--- src/rtl/uart_rx_device_pkg.sv ---
// Shared definitions for the memory-mapped UART receiver: register offsets,
// receive FSM states and CTRL bit positions.
package uart_rx_device_pkg;

    localparam logic [31:0] RXDATA_OFF = 32'h0;
    localparam logic [31:0] STATUS_OFF = 32'h4;
    localparam logic [31:0] CTRL_OFF   = 32'h8;

    localparam int CTRL_CLR_BIT   = 0;
    localparam int CTRL_FLUSH_BIT = 1;

    typedef enum logic [1:0] {
        IDLE  = 2'd0,
        START = 2'd1,
        DATA  = 2'd2,
        STOP  = 2'd3
    } rx_state_t;

endpackage

--- src/rtl/sync_fifo.sv ---
// Single-clock FIFO with push/pop/flush and occupancy count.
// A push into a full FIFO is accepted only when a pop frees a slot in the same cycle.
module sync_fifo #(
    parameter int WIDTH = 8,
    parameter int DEPTH = 8
) (
    input  logic                   clk,
    input  logic                   reset,
    input  logic                   push,
    input  logic                   pop,
    input  logic                   flush,
    input  logic [WIDTH-1:0]       din,
    output logic [WIDTH-1:0]       dout,
    output logic                   full,
    output logic                   empty,
    output logic [$clog2(DEPTH):0] count
);
    localparam int AW = $clog2(DEPTH);

    logic [WIDTH-1:0] mem [DEPTH];
    logic [AW-1:0]    wr_ptr;
    logic [AW-1:0]    rd_ptr;
    logic             push_ok;
    logic             pop_ok;

    assign empty   = (count == '0);
    assign full    = (count == ($clog2(DEPTH)+1)'(DEPTH));
    assign pop_ok  = pop && !empty;
    assign push_ok = push && (!full || pop_ok);
    assign dout    = mem[rd_ptr];

    always_ff @(posedge clk or negedge reset) begin
        if (!reset) begin
            wr_ptr <= '0;
            rd_ptr <= '0;
            count  <= '0;
        end else if (flush) begin
            wr_ptr <= '0;
            rd_ptr <= '0;
            count  <= '0;
        end else begin
            if (push_ok) wr_ptr <= wr_ptr + 1'b1;
            if (pop_ok)  rd_ptr <= rd_ptr + 1'b1;
            if (push_ok && !pop_ok)      count <= count + 1'b1;
            else if (pop_ok && !push_ok) count <= count - 1'b1;
        end
    end

    always_ff @(posedge clk) begin
        if (push_ok && !flush) mem[wr_ptr] <= din;
    end

endmodule

--- src/rtl/uart_rx_device.sv ---
// Memory-mapped 8N1 UART receiver: synchronizer, bit-rate down-counter,
// receive FSM, RX FIFO and CPU register decode.
//   state | meaning
//   IDLE  | line high, waiting for a start edge
//   START | counting to mid start bit, glitch check
//   DATA  | sampling 8 data bits, LSB first
//   STOP  | sampling stop bit; holds here after a framing error until line is high
module uart_rx_device
    import uart_rx_device_pkg::*;
#(
    parameter int          CLK_FREQ   = 100_000_000,
    parameter int          BAUD       = 115_200,
    parameter int          FIFO_DEPTH = 8,
    parameter logic [31:0] BASE_ADDR  = 32'h4000_0020
) (
    input  logic        clk,
    input  logic        reset,
    input  logic [31:0] MemBus_Address,
    input  logic        MemRead,
    input  logic        MemWrite,
    input  logic [31:0] MemBus_Write_Data,
    output logic [31:0] Device_Read_Data,
    input  logic        uart_rx
);
    localparam int CLKS_PER_BIT = CLK_FREQ / BAUD;
    localparam int CW           = $clog2(CLKS_PER_BIT);
    localparam logic [CW-1:0] HALF_TC = CW'(CLKS_PER_BIT/2 - 1);
    localparam logic [CW-1:0] BIT_TC  = CW'(CLKS_PER_BIT - 1);

    logic rx_meta, rx_sync;
    rx_state_t state, state_nx;
    logic [CW-1:0] cnt, cnt_nx;
    logic [2:0] bit_idx, bit_nx;
    logic [7:0] shift, shift_nx;
    logic hold, hold_nx;
    logic push, frame_evt;

    logic rd_rxdata, rd_status, rd_ctrl, wr_ctrl, clr, flush, pop;
    logic overrun, frame_err, ovf_evt;
    logic [7:0] head;
    logic fifo_full, fifo_empty;
    logic [$clog2(FIFO_DEPTH):0] fifo_count;
    logic [3:0] count4;
    logic unused_wdata;

    always_ff @(posedge clk or negedge reset) begin
        if (!reset) begin
            rx_meta <= 1'b1;
            rx_sync <= 1'b1;
        end else begin
            rx_meta <= uart_rx;
            rx_sync <= rx_meta;
        end
    end

    always_ff @(posedge clk or negedge reset) begin
        if (!reset) begin
            state   <= IDLE;
            cnt     <= '0;
            bit_idx <= '0;
            shift   <= '0;
            hold    <= 1'b0;
        end else begin
            state   <= state_nx;
            cnt     <= cnt_nx;
            bit_idx <= bit_nx;
            shift   <= shift_nx;
            hold    <= hold_nx;
        end
    end

    always_comb begin
        state_nx  = state;
        cnt_nx    = (cnt != '0) ? cnt - 1'b1 : cnt;
        bit_nx    = bit_idx;
        shift_nx  = shift;
        hold_nx   = hold;
        push      = 1'b0;
        frame_evt = 1'b0;
        case (state)
            IDLE: begin
                if (!rx_sync) begin
                    cnt_nx   = HALF_TC;
                    state_nx = START;
                end
            end
            START: begin
                if (cnt == '0) begin
                    if (!rx_sync) begin
                        state_nx = DATA;
                        cnt_nx   = BIT_TC;
                        bit_nx   = '0;
                    end else begin
                        state_nx = IDLE;
                    end
                end
            end
            DATA: begin
                if (cnt == '0) begin
                    shift_nx = {rx_sync, shift[7:1]};
                    cnt_nx   = BIT_TC;
                    if (bit_idx == 3'd7) state_nx = STOP;
                    else                 bit_nx   = bit_idx + 3'd1;
                end
            end
            STOP: begin
                // after a framing error, wait for the line to idle so a break is not re-read as a start bit
                if (hold) begin
                    if (rx_sync) begin
                        hold_nx  = 1'b0;
                        state_nx = IDLE;
                    end
                end else if (cnt == '0) begin
                    if (rx_sync) begin
                        push     = 1'b1;
                        state_nx = IDLE;
                    end else begin
                        frame_evt = 1'b1;
                        hold_nx   = 1'b1;
                    end
                end
            end
            default: state_nx = IDLE;
        endcase
    end

    assign rd_rxdata = MemRead  && (MemBus_Address == BASE_ADDR + RXDATA_OFF);
    assign rd_status = MemRead  && (MemBus_Address == BASE_ADDR + STATUS_OFF);
    assign rd_ctrl   = MemRead  && (MemBus_Address == BASE_ADDR + CTRL_OFF);
    assign wr_ctrl   = MemWrite && (MemBus_Address == BASE_ADDR + CTRL_OFF);
    assign clr       = wr_ctrl && MemBus_Write_Data[CTRL_CLR_BIT];
    assign flush     = wr_ctrl && MemBus_Write_Data[CTRL_FLUSH_BIT];
    assign pop       = rd_rxdata;
    assign ovf_evt   = push && fifo_full && !pop && !flush;
    assign unused_wdata = ^MemBus_Write_Data[31:2];

    sync_fifo #(.WIDTH(8), .DEPTH(FIFO_DEPTH)) u_fifo (
        .clk   (clk),
        .reset (reset),
        .push  (push),
        .pop   (pop),
        .flush (flush),
        .din   (shift),
        .dout  (head),
        .full  (fifo_full),
        .empty (fifo_empty),
        .count (fifo_count)
    );

    // a new error in the same cycle as a clear must survive
    always_ff @(posedge clk or negedge reset) begin
        if (!reset) begin
            overrun   <= 1'b0;
            frame_err <= 1'b0;
        end else begin
            overrun   <= (overrun   && !clr) || ovf_evt;
            frame_err <= (frame_err && !clr) || frame_evt;
        end
    end

    assign count4 = 4'(fifo_count);

    always_comb begin
        Device_Read_Data = '0;
        if (rd_rxdata && !fifo_empty) Device_Read_Data = {24'b0, head};
        else if (rd_status)           Device_Read_Data = {26'b0, overrun, frame_err, count4};
        else if (rd_ctrl)             Device_Read_Data = '0;
    end

endmodule
--- config.mk ---
export PLATFORM = sky130hd
export DESIGN_NAME = uart_rx_device
export DESIGN_NICKNAME = d
export VERILOG_FILES = /design/src/rtl/uart_rx_device_pkg.sv /design/src/rtl/sync_fifo.sv /design/src/rtl/uart_rx_device.sv
export SDC_FILE = /design/constraint.sdc
export NUM_CORES = 1
export LEC_CHECK = 0
export CORE_AREA = 2 2 109 111
export CTS_CLUSTER_DIAMETER = 200
export DETAILED_ROUTE_END_ITERATION = 8
export DIE_AREA = 0 0 111 113
export PLACE_DENSITY = 0.76
export SLEW_MARGIN = 20
export SYNTH_ARGS = -nofsm -noshare
export SYNTH_HDL_FRONTEND = slang
export SYNTH_SLANG_ARGS = --single-unit
--- constraint.sdc ---
create_clock -name clk -period 4.2 [get_ports clk]
set_clock_uncertainty 0.05 [all_clocks]
set_input_delay 0.63 -clock clk [delete_from_list [all_inputs] [get_ports clk]]
set_output_delay 0.63 -clock clk [all_outputs]
set_load 0.03 [all_outputs]
## Yosys cells after proc, flatten, opt, wreduce, memory -nomap -nowiden

Memories as Yosys holds them, arrays and structs flattened.
Index checks and enable logic that the tools add are counted.
Widths: inputs -> output; s select.

| word-level totals | value |
|---|---|
| register bits after elaboration | 38 |
| memory bits (writable) | 64 |
| bits of input ports | 69 |
| output and inout bits | 32 |
| word-level logic and storage cells | 110 |
| memories kept | 1 |

Memory list:

| name | depth | bits a word | read ports | clocked after memory_dff | wr ports | RTL line | text |
|---|---|---|---|---|---|---|---|
| u_fifo.mem | 8 | 8 | 1 | 0 | 1 | sync_fifo.sv:20 | `logic [WIDTH-1:0] mem [DEPTH];` |

| cells by class | value |
|---|---|
| add/sub/neg operators | 6 |
| equality and inequality tests | 15 |
| multiplexer cells | 40 |
| reductions and logical operators | 36 |

Operator list:

| kind | number |
|---|---|
| $eq 32x31->1 const B | 3 |
| $mux 10 | 5 |
| $pmux 10 s3 | 1 |
| $mux 3 | 8 |
| $mux 2 | 8 |
| $logic_and 1x1->1 | 15 |
| $mux 4 | 3 |
| $ne 2x2->1 const B | 6 |
| $mux 1 | 11 |
| $logic_not 10->1 | 1 |
| $reduce_and 5->1 | 2 |
| $reduce_bool 10->1 | 1 |
| $sub 10x1->10 const B | 1 |
| $add 3x1->3 const B | 3 |
| $mux 8 | 1 |
| $pmux 2 s4 | 1 |
| $logic_not 1->1 | 7 |
| $mux 6 | 1 |
| $pmux 3 s2 | 1 |
| $reduce_bool 2->1 | 3 |
| $add 4x1->4 const B | 1 |
| $eq 2x2->1 const B | 2 |
| $eq 4x4->1 const B | 1 |
| $logic_not 4->1 | 1 |
| 8 further kinds | 10 |

## Depth between registers and ports, before layout

Gate-level depths: netlist of run 1.

| logic depth | value |
|---|---|
| depth in word-level cells | 10 |
| gate-level depth with buffers | 14 |
| gate-level depth less buffers | 14 |

## Cells and area by module

A second synthesis of run 1 with hierarchy kept.

| second synthesis, totals | value |
|---|---|
| cell total of the unflattened synthesis | 394 |
| area total of the unflattened synthesis | 5226.3 um2 |

By module, submodules not included:

| module | instances | cells each | area an instance (um2) | seq. area each (um2) |
|---|---|---|---|---|
| sync_fifo | 1 | 178 | 3235.6 | 2172.1 |
| uart_rx_device | 1 | 216 | 1990.7 | 703.2 |

## Worst setup path after synthesis of run 1

OpenSTA, ideal clock, no wires.

| timing | value |
|---|---|
| path type | input to output |
| from | input MemBus_Address[7] |
| to | output Device_Read_Data[0] |
| arrival | 2.388 ns |
| data required time | 3.520 ns |
| path slack | 1.132 ns |
| stages on the path | 5 |
| buffers on the path | 0 |
| path through | nor4b_1 nand4_1 nor3_1 o21ai_1 o21ai_0 |

| on the way | value |
|---|---|
| word-level cells in the longest chain between the ends | 4 |
| elaborated cells between the ends (all ways) | 7 |
| those cells by class | eq/ne (2); mux (2); reduce/logical (3) |

Ends and longest elaborated chain:

| element | RTL line | text |
|---|---|---|
| start: declaration | uart_rx_device.sv:18 | `input logic [31:0] MemBus_Address,` |
| $eq 32x31->1, on equally long branches | uart_rx_device.sv:128, uart_rx_device.sv:127 |  |
| $logic_and 1x1->1, on equally long branches | uart_rx_device.sv:128, uart_rx_device.sv:127 |  |
| $mux 6 or $logic_and 1x1->1 (tied branches) | uart_rx_device.sv:166, uart_rx_device.sv:165 |  |
| $mux 8 * | uart_rx_device.sv:165 | `if (rd_rxdata && !fifo_empty) Device_Read_Data = {24'b0, head};` |
| end: declaration | uart_rx_device.sv:22 | `output logic [31:0] Device_Read_Data,` |

Every way passes the cells marked *; elsewhere a longest branch is shown, timed or not.

## Worst setup path after layout of run 1

| timing | value |
|---|---|
| from | input MemBus_Address[15] |
| to | output Device_Read_Data[4] |

The elaborated chain is that of the path after synthesis.

==> results_dict.tcl, run 1 <==
set metrics [dict create \
    outcome "completed" \
    synthFlopType "edfxtp_1" \
    synth-seq-area-share_pct 57.3 \
    r2r_slack_ps 880 \
    crit_type "in -> out" \
    clock-root-buffer "clkbuf_16" \
    groute.usage.overall_pct 17.0 \
    htreeDepth 3 \
    syn_to_final_growth_pct 18.0 \
    vdd_drop_max_v 0.000196 \
    cts_sinks 102 \
    routed_wl_um 10200 \
    total_leakage_power_nw 2.37 \
    min_path_type "reg -> reg" \
    yosys_warnings 0 \
    fillCellCount 934 \
    worstSetupStartpointType "input port" \
    io_buffer_count 46 \
    n_antenna_cell 0 \
    clkSlewWorstSetupHoldPaths_ps 70 \
    die_x_um 111 \
    fin_nets 525 \
    synth_edf_count 64 \
    ys_ff_latch 102 \
    die_area_sq_um 12500 \
    endpoint "Device_Read_Data[4]" \
    crit_arrival_ps 2980 \
    period_needed_ps 3660 \
    regToRegEndpoint "u_fifo.count[3]$_DFFE_PN0P_" \
    period_share_pct 87.2 \
    synth_area_per_cell_sq_um 12.9 \
    cts_tree "done" \
    critPathCaptureType "output port" \
    place.gp.congestion 0.832 \
    startpoint "MemBus_Address[15]" \
    multi_input_area_sq_um 1960 \
    dr.pass1.iters 4 \
    max-slew-margin-rel_pct 41.3 \
    ant_nets 0 \
    setup_viol 0 \
    detailed_place_hpwl_um 7230 \
    p_sw_share_pct 21.6 \
    p_seq_share_pct 55.1 \
    clk_path_buf_depth 2 \
    ff2ff_path_depth 14 \
    syn_area_sq_um 5020 \
    comb_power_share_pct 4.1 \
    seqCellArea_sq_um 2880 \
    slew_viol_final 0 \
    grt_max_degree 39 \
    pwr-share-clk_pct 40.8 \
    hold_viol 0 \
    rsz0062_at_grt "false" \
    vias 3271 \
    synthArstFlopShare_pct 37.3 \
    vias_per_cell 5.50 \
    layout-drive-gt1-share_pct 16.8 \
    fp-row-count 39 \
    syn_inst 389 \
    crit_fanout 12 \
    intPower_w 0.00151 \
    ioPinCount 101 \
    routedWlPerCell_um 17.1 \
    powerDensity_nw_per_um2 325 \
    crit_required_ps 3520 \
    grt_pass1_vias 3288 \
    postCtsResizedCells 0 \
    start_util_pct 44.5 \
    maxCapViolations 0 \
    cts_hold_buf 0 \
    worst_slew_pin_slew_ps 880 \
    overflow 0 \
    cts_buffers 9 \
    hold_ws_ps 310 \
    grt_pass1_wl_um 16700 \
    drt_first_iter_violations 147 \
    r2r_start "cnt[0]$_DFF_PN0_" \
    fmax_mhz 273 \
    coreArea_sq_um 11300 \
    die_h_um 113 \
    setup_tns_ps 0 \
    ys_types 56 \
    insertion_delay_ps 340 \
    cts_setup_buffers 0 \
    antenna_found_initial 0 \
    p_sw_w 0.000416 \
    fin_util_pct 52.5 \
    drc_errors 0 \
]
[metrics by stage]
step / area [sq um] / setup slack (ps) / cells / total power (W)
floorplan: 5110 / 1130 / 412 / 0.00113
global placement: 5630 / 424 / 579 / 0.00116
detailed placement: 5630 / 301 / 579 / 0.00116
CTS: 5920 / 490 / 595 / 0.00195
global route: 5920 / 256 / 595 / 0.00199
finish: 5920 / 536 / 595 / 0.00192
[area by class of cell]
class                   count  share of cell area, %
flip-flops and latches    102                   48.5
multi-input cells         263                   33.1
repair buffers             62                   9.80
clock buffers               9                   3.80
well taps                 143                   3.02
clock inverters             7                   1.14
inverters                   9                  0.570
[sequential cells by signal, indices dropped and copies added (netlist names), 3 cells and up, named ones only]
name           cells
u_fifo.wr_ptr      3
cnt               10
u_fifo.count       4
u_fifo.mem        64
u_fifo.rd_ptr      3
shift              8
bit_idx            3
[layout by cell type (no fill, tap or decap), drive strengths merged, types with 12 or more instances in the layout]
master          n
mux4           16
conb           24
inv            12
nor2           30
o21ai          18
edfxtp         64
nor4           12
dfrtp          36
mux2i          14
nor3           12
buf            25
a21oi          16
nand2          23
clkdlybuf4s50  37
[synthesized netlist by cell type, types with 2 or more instances]
master / count / area share (%)
nor4_1: 11 / 1.4
dfstp_2: 2 / 1.0
nor4b_1: 2 / 0.35
o22a_1: 2 / 0.35
nand2_1: 22 / 1.6
nand3_1: 5 / 0.50
inv_1: 8 / 0.60
nor2_1: 29 / 2.2
buf_2: 3 / 0.30
mux2i_1: 14 / 2.8
buf_4: 24 / 3.6
mux2_2: 9 / 2.0
nand2b_1: 7 / 0.87
nor3b_1: 3 / 0.45
ha_1: 8 / 2.0
o21ai_0: 15 / 1.5
a31oi_1: 7 / 0.87
clkbuf_1: 10 / 0.75
a21o_1: 3 / 0.45
edfxtp_1: 64 / 38
nand4_1: 4 / 0.50
o22ai_1: 4 / 0.50
or3_1: 2 / 0.25
a211oi_1: 3 / 0.45
mux4_2: 16 / 7.2
and3_1: 3 / 0.37
nor4b_4: 2 / 0.95
nand4b_1: 2 / 0.35
a21oi_1: 16 / 1.6
dfrtp_1: 36 / 18
and2_1: 4 / 0.50
o21ai_1: 3 / 0.30
nor2b_1: 3 / 0.37
xor2_1: 5 / 0.87
xnor2_1: 5 / 0.87
a22oi_1: 2 / 0.30
nor3_1: 12 / 1.2
[cells by family after synthesis]
kind of cell	synth area share (%)
and+or+nand+nor	13.6
muxes	12.0
AOI/OAI and AO/OA	7.55
DFF	57.3
other	0.0747
adders and majority gates	2.39
xor gates and xnor gates	1.74
buffers and inverters	5.38
[routing by layer]
| metal | part of all wire [%] | up-vias | track usage (%) | wire [um] |
|---|---|---|---|---|
| li1 | - | 1544 | - | - |
| met1 | 41 | 1606 | 21.5 | 4170 |
| met2 | 52 | 111 | 29.3 | 5260 |
| met3 | 6.2 | 10 | 2.89 | 631 |
| met4 | 1.4 | 0 | 7.17 | 143 |
| met5 | 0 | - | 0 | 0 |
[worst min-delay path by stage]
stage                           start                 to  slack (ps)  cells after the start
global route        rx_meta$_DFF_PN1_  rx_sync$_DFF_PN1_         300                      0
CTS                 rx_meta$_DFF_PN1_  rx_sync$_DFF_PN1_         310                      0
floorplan                       reset          async pin         280                      0
global placement    rx_meta$_DFF_PN1_  rx_sync$_DFF_PN1_         300                      0
detailed placement  rx_meta$_DFF_PN1_  rx_sync$_DFF_PN1_         300                      0
finish              rx_meta$_DFF_PN1_  rx_sync$_DFF_PN1_         310                      0
[worst max-delay path: stages]
cell and delay [ps]:
clkdlybuf4s50_1 400, nor4_1 400, nand4_1 210, nor3_1 180
buf_4 210, o21ai_1 100, buf_4 200, o21ai_0 450
buf_12 190
[power by group through the flow]
stage          clock network (W)   logic, W  registers [W]
6_report                0.000784  0.0000792        0.00106
5_1_grt                 0.000848  0.0000854        0.00106
3_3_place_gp                   0  0.0000793        0.00108
2_1_floorplan                  0  0.0000530        0.00108
4_1_cts                 0.000808  0.0000803        0.00106
3_5_place_dp                   0  0.0000800        0.00108
(Power assumes the default switching activity.)
==> inputs of run 2 (changes only) <==
--- a/config.mk
+++ b/config.mk
@@ -5,10 +5,11 @@
 export SDC_FILE = /design/constraint.sdc
 export NUM_CORES = 1
 export LEC_CHECK = 0
-export CORE_AREA = 2 2 109 111
+export ABC_AREA = 1
+export CORE_AREA = 2 2 110 112
 export CTS_CLUSTER_DIAMETER = 200
 export DETAILED_ROUTE_END_ITERATION = 8
-export DIE_AREA = 0 0 111 113
+export DIE_AREA = 0 0 112 114
 export PLACE_DENSITY = 0.76
 export SLEW_MARGIN = 20
 export SYNTH_ARGS = -nofsm -noshare
==> results_dict.tcl, run 2 <==
set metrics [dict create \
    outcome "completed" \
    post-synth-top-count-cell "nand2_1" \
    syn_area_sq_um 5130 \
    largest_register "u_fifo.mem" \
    place.gp.congestion 0.786 \
    synth_edf_count 64 \
    ys_types 41 \
    seqCellArea_sq_um 2880 \
    cts_sinks 102 \
    ioPinCount 101 \
    clock-root-buffer "clkbuf_16" \
    slowest_stage "clkdlybuf4s50_1" \
    synth_top_cell_by_area "edfxtp_1" \
    rsz0062_at_grt "false" \
    antenna_found_initial 0 \
    layout-drive-gt1-share_pct 9.47 \
    io_buffer_count 46 \
    cts_tree "done" \
    final_cell_mix "nand2_1 (96), nor2_1 (93), edfxtp_1 (64)" \
    synth_commonest_cells "nand2_1 (96), nor2_1 (93), edfxtp_1 (64)" \
    coreArea_sq_um 11700 \
    netlist.area_leader.share_pct 37.4 \
    mostFrequentLayoutCell "nand2_1" \
    crit_type "in -> out" \
    fillCellCount 1031 \
    hold_viol 0 \
    fin_nets 675 \
    setup_viol 0 \
    stdcell_area_sq_um 6010 \
    reg_top3 "u_fifo.mem x64, cnt x10, shift x8" \
    total_leakage_power_nw 2.54 \
    routedWlPerCell_um 14.6 \
    setup_tns_ps 0 \
    multi_input_area_sq_um 1900 \
    cp_cell_sequence "clkdlybuf4s50_1, nor2_1, nand2_1, nor2_4, nand3_2, nor2_4, nand3_2, clkinv_2, nand2_1, o21ai_1, clkdlybuf4s50_1" \
    detailed_place_hpwl_um 7630 \
    largest_reg_flops 64 \
    die_area_sq_um 12800 \
    routed_wl_um 11000 \
    insertion_delay_ps 340 \
    period_share_pct 89.5 \
    ys_ff_latch 102 \
    vias 3899 \
    drt_first_iter_violations 243 \
    min_path_type "reg -> reg" \
    synthFlopType "edfxtp_1" \
    worstSetupStartpointType "input port" \
    drc_errors 0 \
    htreeDepth 3 \
    layout_setup_ws_ps 442 \
    dp_worst_setup_slack_ps 464 \
    syn_inst 544 \
    clkSlewWorstSetupHoldPaths_ps 70 \
    dr.pass1.iters 4 \
    synth_area_per_cell_sq_um 9.44 \
    powerDensity_nw_per_um2 332 \
    start_util_pct 43.8 \
    synth-seq-area-share_pct 56.0 \
    crit_fanout 14 \
    maxCapViolations 0 \
    groute.usage.overall_pct 17.9 \
    grt_pass1_vias 3927 \
    instances_no_fill 749 \
    grt_max_degree 39 \
    power.total_w 0.00199 \
    grt_pass1_wl_um 18200 \
    slew_viol_final 0 \
    placed_cell_area_sq_um 5700 \
    overflow 0 \
    clk_path_buf_depth 2 \
    dp.cells 733 \
    vias_per_cell 5.21 \
    synthArstFlopShare_pct 37.3 \
    die_x_um 112 \
    postCtsResizedCells 0 \
    cp_slowest_stage_delay_ps 710 \
    cts_setup_buffers 0 \
    die_h_um 114 \
    synth_area_leaders "edfxtp_1 (37%), dfrtp_1 (18%), nand2_1 (7.0%)" \
    critPathCaptureType "output port" \
    fp-row-count 40 \
    syn_to_final_growth_pct 17.0 \
    period_needed_ps 3760 \
    fmax_mhz 266 \
    cts_buffers 9 \
    worst_slew_pin_slew_ps 856 \
    crit_required_ps 3520 \
    ant_nets 0 \
    n_antenna_cell 0 \
    crit_arrival_ps 3080 \
    max-slew-margin-rel_pct 42.9 \
    yosys_warnings 0 \
    cts_hold_buf 0 \
    vdd_drop_max_v 0.000201 \
]
## run 2: cell types whose count changed after synthesis, moves of 6 or more
cell,before,now
o21ai_0,15,36
nor2_1,29,93
inv_1,8,50
nand2_2,1,9
nor2_4,0,6
nand3_1,5,15
nor4_1,11,2
mux4_2,16,0
nand2b_1,7,0
mux2i_1,14,0
mux2_2,9,0
nand2_1,22,96
o32ai_1,0,14
## run 2: cell families after synthesis
kind of cell / count (synthesis) / share of synthesized area, %
simple gates: 246 / 21.2
flops: 102 / 56.0
buf+inv: 93 / 8.75
compound gates: 87 / 10.6
fa+ha+maj: 9 / 2.34
xor+xnor: 6 / 1.02
other cells: 1 / 0.0730
## run 2: path summary, 6_finish.rpt
check                           depth (start not counted)  slack (ps)                            to              start
min in group asynchronous                               1         340              cnt[7]$_DFF_PN0_              reset
max in group asynchronous                               1        3170  u_fifo.rd_ptr[1]$_DFFE_PN0P_              reset
worst max register to register                         14        1460   u_fifo.count[3]$_DFFE_PN0P_   cnt[0]$_DFF_PN0_
worst min register to register                          0         310             rx_sync$_DFF_PN1_  rx_meta$_DFF_PN1_
worst max-delay path                                   11         440           Device_Read_Data[3]  MemBus_Address[9]
worst min-delay path                                    0         310             rx_sync$_DFF_PN1_  rx_meta$_DFF_PN1_
## run 2: critical path: cells and delay by family
family / cells / cell delay (ps)
buffers and inverters: 3 / 1360
AND/OR/NAND/NOR: 7 / 970
AO/OA/AOI/OAI: 1 / 110
## run 2: per-stage QoR
| stage | util [%] | hold WS (ps) |
|---|---|---|
| global placement | 48.7 | 297 |
| global route | 51.3 | 309 |
| CTS | 51.3 | 308 |
| detailed placement | 48.7 | 298 |
| finish | 51.3 | 307 |
| floorplan | - | 284 |
## run 2: per-layer routing
| layer | global-route usage, % | part of all wire [%] |
|---|---|---|
| met1 | 21.5 | 41 |
| met2 | 32.4 | 51 |
| met3 | 2.66 | 4.9 |
| met4 | 7.48 | 2.3 |
| met5 | 0 | 0 |
## run 2: area by class of cell
class / instances / area share, %
Clock buffer: 9 / 3.75
Tap cell: 147 / 3.06
Timing Repair Buffer: 57 / 8.96
Multi-Input combinational cell: 372 / 31.6
Clock inverter: 7 / 1.33
Inverter: 55 / 3.46
Sequential cell: 102 / 47.9
## run 2: where the power goes
part	leakage [nW]	total, W	internal (W)	switching, W
registers	1.23	0.00106	0.00106	0.00000104
logic	1.16	0.0000872	0.0000350	0.0000523
clock network	0.148	0.000846	0.000470	0.000376
total	2.54	0.00199	0.00156	0.000429
